==> src/rtl/elbeth_lsu_pkg.sv <==
// Shared encodings for the ELBETH load/store unit: access sizes, response codes, FSM states.
package elbeth_lsu_pkg;

    typedef logic [1:0] lsu_size_t;

    localparam lsu_size_t LSU_BYTE = 2'b00;
    localparam lsu_size_t LSU_HALF = 2'b01;
    localparam lsu_size_t LSU_WORD = 2'b10;

    localparam logic [1:0] LSU_OK       = 2'b00;
    localparam logic [1:0] LSU_MISALIGN = 2'b01;
    localparam logic [1:0] LSU_TIMEOUT  = 2'b10;

    localparam logic [1:0] ST_IDLE   = 2'b00;
    localparam logic [1:0] ST_ACCESS = 2'b01;
    localparam logic [1:0] ST_WAIT   = 2'b10;

endpackage

==> src/rtl/elbeth_lsu_align.sv <==
// Combinational lane logic: misalignment check, store strobes/replication, load select and extension.
module elbeth_lsu_align
    import elbeth_lsu_pkg::*;
(
    input  logic [1:0]  st_off,
    input  lsu_size_t   st_size,
    input  logic [31:0] st_wdata,
    output logic        misaligned,
    output logic [3:0]  st_rw,
    output logic [31:0] st_data,
    input  logic [1:0]  ld_off,
    input  lsu_size_t   ld_size,
    input  logic        ld_unsigned,
    input  logic [31:0] ld_raw,
    output logic [31:0] ld_data
);
    logic [7:0]  ld_byte;
    logic [15:0] ld_half;

    always_comb begin
        misaligned = 1'b0;
        st_rw      = 4'b1111;
        st_data    = st_wdata;
        case (st_size)
            LSU_BYTE: begin
                st_rw   = 4'b0001 << st_off;
                st_data = {4{st_wdata[7:0]}};
            end
            LSU_HALF: begin
                misaligned = st_off[0];
                st_rw      = 4'b0011 << st_off;
                st_data    = {2{st_wdata[15:0]}};
            end
            default: misaligned = (st_off != 2'b00);
        endcase
    end

    always_comb begin
        ld_byte = ld_raw[{ld_off, 3'b000} +: 8];
        ld_half = ld_off[1] ? ld_raw[31:16] : ld_raw[15:0];
        case (ld_size)
            LSU_BYTE: ld_data = {{24{~ld_unsigned & ld_byte[7]}}, ld_byte};
            LSU_HALF: ld_data = {{16{~ld_unsigned & ld_half[15]}}, ld_half};
            default:  ld_data = ld_raw;
        endcase
    end

endmodule

==> src/rtl/elbeth_lsu.sv <==
// ELBETH load/store unit: one request at a time onto a single memory port.
// Build option ELBETH_LSU_TIMEOUT_EN adds a WAIT-state watchdog that answers with a timeout error.
//   state     | meaning
//   ST_IDLE   | ready for a request; misaligned requests are answered from here
//   ST_ACCESS | single cycle with mem_enable high
//   ST_WAIT   | waiting for mem_ready
module elbeth_lsu
    import elbeth_lsu_pkg::*;
#(
    parameter int AW      = 14,
    parameter int TIMEOUT = 15
) (
    input  logic          clk,
    input  logic          rst,
    input  logic          req_valid,
    output logic          req_ready,
    input  logic [31:0]   req_addr,
    input  logic          req_we,
    input  lsu_size_t     req_size,
    input  logic          req_unsigned,
    input  logic [31:0]   req_wdata,
    output logic          rsp_valid,
    output logic [31:0]   rsp_rdata,
    output logic [1:0]    rsp_err,
    output logic          mem_enable,
    output logic [AW-1:0] mem_addr,
    output logic [31:0]   mem_data_in,
    output logic [3:0]    mem_rw,
    input  logic [31:0]   mem_data_out,
    input  logic          mem_ready
);
    logic [1:0]    state_q, state_d;
    logic          req_ready_q, req_ready_d;
    logic          rsp_valid_q, rsp_valid_d;
    logic [31:0]   rsp_rdata_q, rsp_rdata_d;
    logic [1:0]    rsp_err_q, rsp_err_d;
    logic          mem_enable_q, mem_enable_d;
    logic [AW-1:0] mem_addr_q, mem_addr_d;
    logic [31:0]   mem_data_in_q, mem_data_in_d;
    logic [3:0]    mem_rw_q, mem_rw_d;
    logic [1:0]    ld_off_q, ld_off_d;
    lsu_size_t     ld_size_q, ld_size_d;
    logic          ld_uns_q, ld_uns_d;
    logic          we_q, we_d;

    logic          misaligned;
    logic [3:0]    st_rw;
    logic [31:0]   st_data;
    logic [31:0]   ld_data;

    // Upper address bits wrap silently onto the word address.
    logic          addr_hi_unused;
    assign addr_hi_unused = ^req_addr[31:AW+2];

`ifdef ELBETH_LSU_TIMEOUT_EN
    localparam int CW = ($clog2(TIMEOUT + 1) > 4) ? $clog2(TIMEOUT + 1) : 4;
    logic [CW-1:0] to_cnt_q, to_cnt_d;
`else
    logic [31:0]   timeout_unused;
    assign timeout_unused = 32'(TIMEOUT);
`endif

    elbeth_lsu_align u_align (
        .st_off      (req_addr[1:0]),
        .st_size     (req_size),
        .st_wdata    (req_wdata),
        .misaligned  (misaligned),
        .st_rw       (st_rw),
        .st_data     (st_data),
        .ld_off      (ld_off_q),
        .ld_size     (ld_size_q),
        .ld_unsigned (ld_uns_q),
        .ld_raw      (mem_data_out),
        .ld_data     (ld_data)
    );

    always_comb begin
        state_d       = state_q;
        req_ready_d   = req_ready_q;
        rsp_valid_d   = 1'b0;
        rsp_rdata_d   = rsp_rdata_q;
        rsp_err_d     = rsp_err_q;
        mem_enable_d  = 1'b0;
        mem_addr_d    = mem_addr_q;
        mem_data_in_d = mem_data_in_q;
        mem_rw_d      = 4'b0000;
        ld_off_d      = ld_off_q;
        ld_size_d     = ld_size_q;
        ld_uns_d      = ld_uns_q;
        we_d          = we_q;
`ifdef ELBETH_LSU_TIMEOUT_EN
        to_cnt_d      = to_cnt_q;
`endif
        case (state_q)
            ST_IDLE: begin
                req_ready_d = 1'b1;
                if (req_valid && req_ready_q) begin
                    ld_off_d  = req_addr[1:0];
                    ld_size_d = req_size;
                    ld_uns_d  = req_unsigned;
                    we_d      = req_we;
                    if (misaligned) begin
                        rsp_valid_d = 1'b1;
                        rsp_rdata_d = '0;
                        rsp_err_d   = LSU_MISALIGN;
                    end else begin
                        state_d       = ST_ACCESS;
                        req_ready_d   = 1'b0;
                        mem_enable_d  = 1'b1;
                        mem_addr_d    = req_addr[AW+1:2];
                        mem_data_in_d = st_data;
                        mem_rw_d      = req_we ? st_rw : 4'b0000;
                    end
                end
            end
            ST_ACCESS: begin
                state_d = ST_WAIT;
`ifdef ELBETH_LSU_TIMEOUT_EN
                to_cnt_d = '0;
`endif
            end
            ST_WAIT: begin
                if (mem_ready) begin
                    state_d     = ST_IDLE;
                    req_ready_d = 1'b1;
                    rsp_valid_d = 1'b1;
                    rsp_err_d   = LSU_OK;
                    rsp_rdata_d = we_q ? '0 : ld_data;
                end
`ifdef ELBETH_LSU_TIMEOUT_EN
                // This cycle is the TIMEOUT-th WAIT cycle without mem_ready.
                else if (to_cnt_q == CW'(TIMEOUT - 1)) begin
                    state_d     = ST_IDLE;
                    req_ready_d = 1'b1;
                    rsp_valid_d = 1'b1;
                    rsp_err_d   = LSU_TIMEOUT;
                    rsp_rdata_d = '0;
                end else begin
                    to_cnt_d = to_cnt_q + 1'b1;
                end
`endif
            end
            default: begin
                state_d     = ST_IDLE;
                req_ready_d = 1'b1;
            end
        endcase
    end

    always_ff @(posedge clk or negedge rst) begin
        if (!rst) begin
            state_q       <= ST_IDLE;
            req_ready_q   <= 1'b1;
            rsp_valid_q   <= 1'b0;
            rsp_rdata_q   <= '0;
            rsp_err_q     <= LSU_OK;
            mem_enable_q  <= 1'b0;
            mem_addr_q    <= '0;
            mem_data_in_q <= '0;
            mem_rw_q      <= 4'b0000;
            ld_off_q      <= 2'b00;
            ld_size_q     <= LSU_BYTE;
            ld_uns_q      <= 1'b0;
            we_q          <= 1'b0;
`ifdef ELBETH_LSU_TIMEOUT_EN
            to_cnt_q      <= '0;
`endif
        end else begin
            state_q       <= state_d;
            req_ready_q   <= req_ready_d;
            rsp_valid_q   <= rsp_valid_d;
            rsp_rdata_q   <= rsp_rdata_d;
            rsp_err_q     <= rsp_err_d;
            mem_enable_q  <= mem_enable_d;
            mem_addr_q    <= mem_addr_d;
            mem_data_in_q <= mem_data_in_d;
            mem_rw_q      <= mem_rw_d;
            ld_off_q      <= ld_off_d;
            ld_size_q     <= ld_size_d;
            ld_uns_q      <= ld_uns_d;
            we_q          <= we_d;
`ifdef ELBETH_LSU_TIMEOUT_EN
            to_cnt_q      <= to_cnt_d;
`endif
        end
    end

    assign req_ready   = req_ready_q;
    assign rsp_valid   = rsp_valid_q;
    assign rsp_rdata   = rsp_rdata_q;
    assign rsp_err     = rsp_err_q;
    assign mem_enable  = mem_enable_q;
    assign mem_addr    = mem_addr_q;
    assign mem_data_in = mem_data_in_q;
    assign mem_rw      = mem_rw_q;

endmodule

==> config.mk <==
export PLATFORM = sky130hd
export DESIGN_NAME = elbeth_lsu
export DESIGN_NICKNAME = d
export VERILOG_FILES = /design/src/rtl/elbeth_lsu_pkg.sv /design/src/rtl/elbeth_lsu_align.sv /design/src/rtl/elbeth_lsu.sv
export SDC_FILE = /design/constraint.sdc
export NUM_CORES = 1
export LEC_CHECK = 0
export ABC_AREA = 0
export BUFFER_PORTS_ARGS = -buffer_cell sky130_fd_sc_hd__buf_2
export CAP_MARGIN = 20
export CELL_PAD_IN_SITES_DETAIL_PLACEMENT = 1
export CELL_PAD_IN_SITES_GLOBAL_PLACEMENT = 1
export CORE_MARGIN = 3
export CORE_UTILIZATION = 30
export CTS_CLUSTER_SIZE = 16
export DETAILED_ROUTE_END_ITERATION = 8
export PLACE_DENSITY_LB_ADDON = 0.1
export SKIP_LAST_GASP = 1
export SYNTH_ARGS = -nofsm -noshare
export SYNTH_HDL_FRONTEND = slang
export SYNTH_SLANG_ARGS = --single-unit
==> constraint.sdc <==
create_clock -name clk -period 2.45 [get_ports clk]
set_input_delay 0.49 -clock clk [delete_from_list [all_inputs] [get_ports clk]]
set_output_delay 0.49 -clock clk [all_outputs]
set_load 0.01 [all_outputs]
==> summary.txt <==
CP Max Fanout = 13
Ys Warns = 0
Final setup fails = 0
Pin count of the biggest net entering global routing = 95
Area grow syn2layout = 33.0%
Cells after synthesis = 380
Pwr dens = 1150 nW/um^2
Hold-fix buffer count after cts = 0
Drt drc = 0
Reg-to-Reg End = rsp_rdata[22]
Mux share of post-synthesis cell area = 16.3%
R2R depth = 5
Final GP Congestion = 0.729
Top cells by count, synth = dfrtp_1 (93), o21ai_0 (42), mux2_2 (35)
Number of buffers created by CTS = 9
CTS tree = done
Clock Path Buffers = 2
H-Tree Level Count = 3
Post_cts resized = 0
Synth Area in Adders = 0%
Avg Synthesized Cell Area = 11.5 sq um
Most numerous cell in the Yosys netlist = dfrtp_1
1st-iter DRT viols = 72
Total gr overflow = 0
Final Util = 41.4%
Worst reg-to-reg setup slack = 0.39 ns
Netlist cell types = 38
Skew final = 0.0107 ns
I/O pins = 191
DIE AREA = 16,100 sq um
Worst Setup End Kind = flip-flop
DRT Pass-1 Iters = 4
Slowest-stage cell, CP = dfrtp_1
RSZ-0062 raised after global routing = false
Synth Area in Compound Gates = 16.2%
First-pass GRT wire length = 20.5 mm
CP required = 2.74 ns
Core area = 14,000 sq um
Max-Cap Viols = 0
Hold Crit Class = primary input to asynchronous set/reset pin
Initial antenna violation count = 1
Critical path class = flip-flop to flip-flop
DR vias/cell = 4.88
VDD IR max = 0.629 mV
Reg-to-Reg Start = ld_off_q[1]
Final wirelength = 12.9 mm
Via count = 3,588
WL per Instance = 17.6 um
Cells along the critical path = mux2_2 > o21ai_0 > a2111oi_4 > buf_4 > a221o_2
CTS Root Cell = clkbuf_16
Die width = 127 um
Slew margin rel. = 56.3%
ANT cells = 0
Starting Density = 31.1%
Vias in the first global route = 3,828
Worst-Margin Slew = 0.655 ns
F_max = 0.487 GHz
Yosys top cell area share = 53.2%
Hold Violations, Final = 0
Status = completed
Fillers = 1,593
Largest family of logic cells by synthesized area = multiplexers
Post-CTS setup buffers = 0
Syn Std Cell Area = 4370 sq um
Min cycle time layout = 2.06 ns
Clock sinks = 94
Simple-gate portion of the synthesized area = 9.22%
Final Instance Count excl. Fillers = 736
Clk_lat worst skew = 0.35 ns
Max Slew Vio Count = 0
Placed insts = 720
Post-synth EDFFs = 0
Post-synth top area cell = dfrtp_1
Most used DFF post-synth = dfrtp_1
Tot GR Track Use = 16.3%
Nets@finish = 655
Layout cell share with drive strength beyond 1 = 46.2%
Yosys reg bits = 94
Tcrit/Tclk final = 83.9%
Row Count = 43
Synth async-reset ratio = 100%
Die height = 127 um
Clock slew at reported path FFs = 0.07 ns
Antenna-violating nets left = 0
Mapped Nets = 484
CP peak stage delay = 0.62 ns
Number of port buffers = 173
Leak Pwr = 2.94 nW
Setup TNS = 0 ns
Most area-consuming cells after synthesis = dfrtp_1 (53%), mux2_2 (9.0%), mux2i_1 (7.3%)
Post-synthesis sequential area ratio = 53.8%
Fraction of synthesized cell area in xor and xnor cells = 0.601%
Dpl hpwl = 9.51 mm
Worst EP arrival = 2.35 ns
Startpoint Class = flip-flop
[per-layer routing]
metal	vias to the layer above	global-route usage [%]	wire length, um
li1	1694	-	-
met1	1775	19.3	5330
met2	107	27.1	6340
met3	10	6.61	1090
met4	2	4.92	148
met5	-	0	13
[kinds of logic (layout without fill, tap and decap cells)]
kind of cell,after synthesis,count (layout)
compound gates,101,101
other cells,1,1
mux,67,67
flops,94,94
xor+xnor,3,3
buf+inv,36,212
simple gates,78,78
[layout make-up]
cell class,count,area (sq um),area share [%]
Tap cell,180,225,3.87
Timing Repair Buffer,190,1030,17.8
Sequential cell,94,2350,40.5
Inverter,6,22.5,0.387
Multi-Input combinational cell,250,1870,32.1
Clock inverter,4,55.1,0.947
Clock buffer,12,256,4.41
[sequential cells by signal, indices dropped and copies added (netlist names)]
signal       flops
ld_uns_q         1
rsp_rdata       32
req_ready        1
we_q             1
state_q          2
rsp_valid        1
mem_rw           4
ld_off_q         2
ld_size_q        2
rsp_err          1
mem_data_in     32
mem_addr        14
mem_enable       1
[through the flow]
step | hold slack [ns] | instance area [sq um] | setup WS (ns) | total power, mW
2_1_floorplan | 0.194 | 4370 | 0.490 | 4.11
3_3_place_gp | 0.455 | 5500 | 0.434 | 5.23
3_5_place_dp | 0.461 | 5500 | 0.417 | 5.31
4_1_cts | 0.219 | 5820 | 0.405 | 6.82
5_1_grt | 0.222 | 5820 | 0.314 | 7.17
6_report | 0.190 | 5820 | 0.395 | 6.68
[cell usage in the layout (no fill, tap or decap), drive strengths merged, types with 2 or more instances in the layout]
master and count:
nand3b 2, nor2 13, buf 190, clkbuf 12, mux2i 32, dfrtp 93, nand2b 18, nand2 27
o21ai 43, nor2b 9, clkinv 2, inv 6, mux2 35, a221o 16, a21oi 20, xor2 2
nor3 3, a32o 8, o2bb2ai 8
[worst max-delay path by stage]
stage	startpoint	to	slack, ns
floorplan	req_addr[0]	mem_addr[0]	0.49
global placement	ld_off_q[1]	rsp_rdata[22]	0.43
detailed placement	ld_off_q[1]	rsp_rdata[29]	0.42
CTS	ld_off_q[1]	rsp_rdata[22]	0.41
global route	ld_off_q[1]	rsp_rdata[29]	0.31
finish	ld_off_q[1]	rsp_rdata[22]	0.39
[worst max-delay path: cells and delay by family, from the launching register on]
family | cells | cell delay [ns]
AO/OA/AOI/OAI | 3 | 0.78
buffers and inverters | 1 | 0.28
multiplexers | 1 | 0.31
flip-flops | 1 | 0.62
[power by group]
| part | leakage, nW | internal, mW | switching [mW] |
|---|---|---|---|
| Sequential | 1.19 | 2.22 | 0.387 |
| Clock | 0.149 | 0.851 | 0.611 |
| Combinational | 1.59 | 1.24 | 1.38 |
Note: power is estimated with default switching activity, not from simulation.
